## src/rtl/serial_add_ctrl.sv

```systemverilog
// Bit-serial adder/subtractor controller.
// A single one-bit full_adder cell is stepped across a WIDTH-bit operand pair,
// LSB first, one bit per clock. Subtraction is performed as A + ~B + 1.
// Results are registered and held until the next completion or reset.

module full_adder (
    input  logic a_i,
    input  logic b_i,
    input  logic c_i,
    output logic s_o,
    output logic co_o
);
    assign s_o  = a_i ^ b_i ^ c_i;
    assign co_o = (a_i & b_i) | (a_i & c_i) | (b_i & c_i);
endmodule

module serial_add_ctrl #(
    parameter int WIDTH = 8
) (
    input  logic             clk,
    input  logic             rst,
    input  logic             start,
    input  logic [WIDTH-1:0] Data_in_A,
    input  logic [WIDTH-1:0] Data_in_B,
    input  logic             Data_in_C,
    input  logic             Data_in_Sub,
    output logic             busy,
    output logic             done,
    output logic [WIDTH-1:0] Data_out_Sum,
    output logic             Data_out_Carry,
    output logic             Data_out_Overflow
);
    localparam int CNT_W = (WIDTH > 1) ? $clog2(WIDTH) : 1;
    localparam logic [CNT_W-1:0] LAST_CNT = CNT_W'(WIDTH - 1);

    typedef enum logic {
        IDLE = 1'b0,
        RUN  = 1'b1
    } state_t;

    state_t             state_q;
    logic [CNT_W-1:0]   cnt_q;
    logic               cy_q;
    logic [WIDTH-1:0]   a_sr_q;
    logic [WIDTH-1:0]   b_sr_q;
    // Only the upper WIDTH-1 partial-sum bits need storage: the bit produced
    // on the final edge goes straight into the result register.
    logic [WIDTH-2:0]   s_sr_q;
    logic               busy_q;
    logic               done_q;
    logic [WIDTH-1:0]   sum_q;
    logic               carry_q;
    logic               ovf_q;

    logic               fa_sum_s;
    logic               fa_co_s;
    logic [WIDTH-1:0]   s_next_s;

    full_adder u_full_adder (
        .a_i  (a_sr_q[0]),
        .b_i  (b_sr_q[0]),
        .c_i  (cy_q),
        .s_o  (fa_sum_s),
        .co_o (fa_co_s)
    );

    // Partial sum after this edge's bit enters at the MSB.
    assign s_next_s = {fa_sum_s, s_sr_q};

    // Sequencer: operand capture, per-bit shifting and result latching.
    always_ff @(posedge clk or posedge rst) begin
        if (rst) begin
            state_q <= IDLE;
            cnt_q   <= {CNT_W{1'b0}};
            cy_q    <= 1'b0;
            a_sr_q  <= {WIDTH{1'b0}};
            b_sr_q  <= {WIDTH{1'b0}};
            s_sr_q  <= {(WIDTH-1){1'b0}};
            busy_q  <= 1'b0;
            done_q  <= 1'b0;
            sum_q   <= {WIDTH{1'b0}};
            carry_q <= 1'b0;
            ovf_q   <= 1'b0;
        end else begin
            done_q <= 1'b0;
            case (state_q)
                IDLE: begin
                    if (start) begin
                        a_sr_q  <= Data_in_A;
                        b_sr_q  <= Data_in_Sub ? ~Data_in_B : Data_in_B;
                        cy_q    <= Data_in_Sub ? 1'b1 : Data_in_C;
                        cnt_q   <= {CNT_W{1'b0}};
                        busy_q  <= 1'b1;
                        state_q <= RUN;
                    end else begin
                        state_q <= IDLE;
                    end
                end
                RUN: begin
                    a_sr_q <= {1'b0, a_sr_q[WIDTH-1:1]};
                    b_sr_q <= {1'b0, b_sr_q[WIDTH-1:1]};
                    s_sr_q <= s_next_s[WIDTH-1:1];
                    cy_q   <= fa_co_s;
                    cnt_q  <= cnt_q + CNT_W'(1);
                    if (cnt_q == LAST_CNT) begin
                        sum_q   <= s_next_s;
                        carry_q <= fa_co_s;
                        // Carry into the MSB stage is the current cy.
                        ovf_q   <= cy_q ^ fa_co_s;
                        done_q  <= 1'b1;
                        busy_q  <= 1'b0;
                        state_q <= IDLE;
                    end else begin
                        state_q <= RUN;
                    end
                end
                default: begin
                    state_q <= IDLE;
                    busy_q  <= 1'b0;
                end
            endcase
        end
    end

    assign busy              = busy_q;
    assign done              = done_q;
    assign Data_out_Sum      = sum_q;
    assign Data_out_Carry    = carry_q;
    assign Data_out_Overflow = ovf_q;

endmodule

```

## config.mk

```make
export PLATFORM = sky130hd
export DESIGN_NAME = serial_add_ctrl
export DESIGN_NICKNAME = d
export VERILOG_FILES = /design/src/rtl/serial_add_ctrl.sv
export SDC_FILE = /design/constraint.sdc
export NUM_CORES = 1
export LEC_CHECK = 0
export BUFFER_PORTS_ARGS = -buffer_cell sky130_fd_sc_hd__buf_4
export CAP_MARGIN = 25
export CORE_ASPECT_RATIO = 1.4
export CORE_UTILIZATION = 25
export CTS_CLUSTER_SIZE = 20
export DETAILED_ROUTE_END_ITERATION = 16
export HOLD_SLACK_MARGIN = 0.1
export PLACE_DENSITY_LB_ADDON = 0.3
export SLEW_MARGIN = 20
export SYNTH_ARGS = -nofsm -noshare
export SYNTH_HDL_FRONTEND = slang
export SYNTH_SLANG_ARGS = --single-unit
```

## constraint.sdc

```tcl
create_clock -name clk -period 3.55 [get_ports clk]
set_input_delay 1.065 -clock clk [delete_from_list [all_inputs] [get_ports clk]]
set_output_delay 1.065 -clock clk [all_outputs]
set_load 0.05 [all_outputs]
```

==> flow_summary.ini <==
[cts]
cts_buffers = 5
htree_levels = 2
cts_root_buf = clkbuf_8
cts_resized = 0
cts_tree = built
clock_latency_ps = 290
holdBufCountCts = 0
clock_sinks = 40
cts_buffer_depth = 2
clkTransAtPathRegs_ps = 80
post-cts-setup-buffers = 0

[critical_path]
cp_top_family = flip-flops
path_buf_inv = 1
crit_fanout = 3
start_kind = flop
crit_type = flop to primary output
endpoint_kind = primary output
cp.required_ps = 2480
path_cells = buf_4
max_stage_delay_ps = 400
slowest_stage = dfrtp_1
cp.arrival_ps = 880

[sta]
fin_setup_tns_ps = 0
finalClockSkew_ps = 3.924
final_max_slew_viol_count = 0
worst_slew_pin_slew_ps = 504.8
setup_viol = 0
timing.final.hold_violations = 0
finalCriticalPeriod_ps = 1944
period_share = 0.5477
clock.fmax_mhz = 514.3
slew_headroom = 0.6635
grt_setup_unrepaired = false
hold-worst-slack_ps = 482.0

[power_and_ir_drop]
power_density_nw_per_um2 = 852.1
switching_share = 0.3823
intPower_w = 0.001184
seq_power_share = 0.402
peakVddDrop_mv = 0.3300
p_switching_w = 0.0007328
pwr-share-clk = 0.190
p_comb_frac = 0.408
p_leak_nw = 1.071

[placement]
hpwl_um = 2119
portBuffers = 32
gp_congestion = 0.6534

[layout]
utilization = 0.3202
diodes = 0
fin_nets = 201
fillers = 732
drive_above_1_share = 0.2881
syn_to_final_growth_pct = 23.32

[route]
vias = 1136
ant_nets = 0
first_pass_iters = 4
wirelength_um = 3135
post_drt_via_cell_ratio = 4.176
wl_per_cell_um = 11.53
drt-initial-drc-count = 63
drcViolationCount = 0

[floorplan]
io_pins = 33
num_rows = 36
start_util = 0.2596
dieArea_um2 = 7648
die_h_um = 103.1
core_area_um2 = 7027
fp.dieW_um = 74.20

[global_route]
overflow = 0
grt_start_max_net_pins = 42
grt_pass1_vias = 1175
grt_pass1_wl_um = 5451
track_usage = 0.09628
antenna_found_initial = 0

[synth]
synth-xor-area-share = 0.04321
synth_cells = 144
synthAdderAreaFrac = 0.03155
synth_nets = 169
synth-compound-area-share = 0.08916
ys_types = 25
synth.cell_area_um2 = 1824
synth-simple-area-share = 0.09602
synth_warnings = 0
synthFlopType = dfrtp_1
synth_edf_count = 0
async_flop_share = 1.000
synthMuxAreaShare = 0.1543
synth_seq_cells = 40
avgSynthCellArea_um2 = 12.67
ys_seq_area_frac = 0.5487
synth_top_family_by_area = multiplexers

[job]
drv_cap = 0

[hold_path]
holdCritPathClass = flop to flop

[status]
status = finished clean
## kinds of logic (layout without fill, tap and decap cells)
kind of cell	Yosys count	after routing
adders and majority gates	4	4
muxes	26	26
xor gates and xnor gates	9	9
DFF	40	40
buffers and inverters	12	45
and+or+nand+nor	33	33
AOI/OAI and AO/OA	20	20
## area by class of cell
class                           instances  area, um2  share of cell area
Clock buffer                            6      72.57             0.03226
Clock inverter                          2      35.03             0.01557
Inverter                                3      11.26            0.005006
Multi-Input combinational cell         92      755.7              0.3359
Sequential cell                        40       1001              0.4449
Tap cell                               95      118.9             0.05284
Timing Repair Buffer                   34      255.2              0.1135
## power by group through the flow
stage                     clock network, W  registers [W]  logic [W]
after floorplan                          0       0.000952   0.000420
after global routing              0.000397       0.000804   0.000866
after global placement                   0       0.000785   0.000775
after detailed placement                 0       0.000782   0.000794
after CTS                         0.000380       0.000774   0.000796
final                             0.000365       0.000770   0.000782
## per-stage QoR
| step | area [um2] | cells | total power [W] | worst slack (ps) |
|---|---|---|---|---|
| 6_report | 2250 | 272 | 0.001917 | 1606 |
| 5_1_grt | 2250 | 272 | 0.002067 | 1490 |
| 4_1_cts | 2250 | 272 | 0.001950 | 1589 |
| 3_5_place_dp | 2142 | 264 | 0.001576 | 1575 |
| 3_3_place_gp | 2142 | 264 | 0.001560 | 1602 |
| 2_1_floorplan | 1824 | 144 | 0.001372 | 1567 |
## state kept, by name (all words and copies together) (netlist names)
signal,count
Data_out_Sum,8
a_sr_q,8
b_sr_q,8
s_sr_q,7
cnt_q,3
Data_out_Carry,1
Data_out_Overflow,1
busy,1
cy_q,1
done,1
state_q,1
## layout by cell type (no fill, tap or decap), types with 2 or more instances in the layout
cell / synthesis / final
mux2i_1: 9 / 9
xnor2_1: 8 / 8
or3b_1: 7 / 7
mux2_1: 15 / 15
mux2_2: 2 / 2
nand2_1: 17 / 17
ha_1: 3 / 3
nand2b_1: 2 / 2
o21ai_1: 8 / 8
nor2_1: 5 / 5
dfrtp_1: 40 / 40
o211ai_2: 7 / 7
buf_4: 2 / 34
clkbuf_8: 0 / 5
inv_1: 3 / 3
## final timing paths
check | start | end | slack [ps] | cells after the start
max reg2reg | state_q | Data_out_Overflow | 1690 | 3
max | busy | busy | 1610 | 1
min | s_sr_q[0] | Data_out_Sum[0] | 480 | 1
max in group asynchronous | rst | cnt_q[2] | 2300 | 3
min reg2reg | s_sr_q[0] | Data_out_Sum[0] | 480 | 1
min in group asynchronous | rst | Data_out_Sum[1] | 890 | 3
## cells in the mapped netlist, types with 3 or more instances
master | number | share of area
dfrtp_1 | 40 | 0.55
nand2_1 | 17 | 0.035
mux2_1 | 15 | 0.093
mux2i_1 | 9 | 0.049
o21ai_1 | 8 | 0.022
xnor2_1 | 8 | 0.038
o211ai_2 | 7 | 0.048
or3b_1 | 7 | 0.034
buf_2 | 6 | 0.016
nor2_1 | 5 | 0.010
ha_1 | 3 | 0.021
inv_1 | 3 | 0.0062
## layer usage
layer,track usage,vias up,wire length [um],part of all wire
li1,-,564,-,-
met1,0.1159,542,1479,0.47
met2,0.1552,26,1469,0.47
met3,0.01857,4,120,0.038
met4,0.06213,0,65,0.021
met5,0,-,0,0
Power figures use the tool's default switching activity.
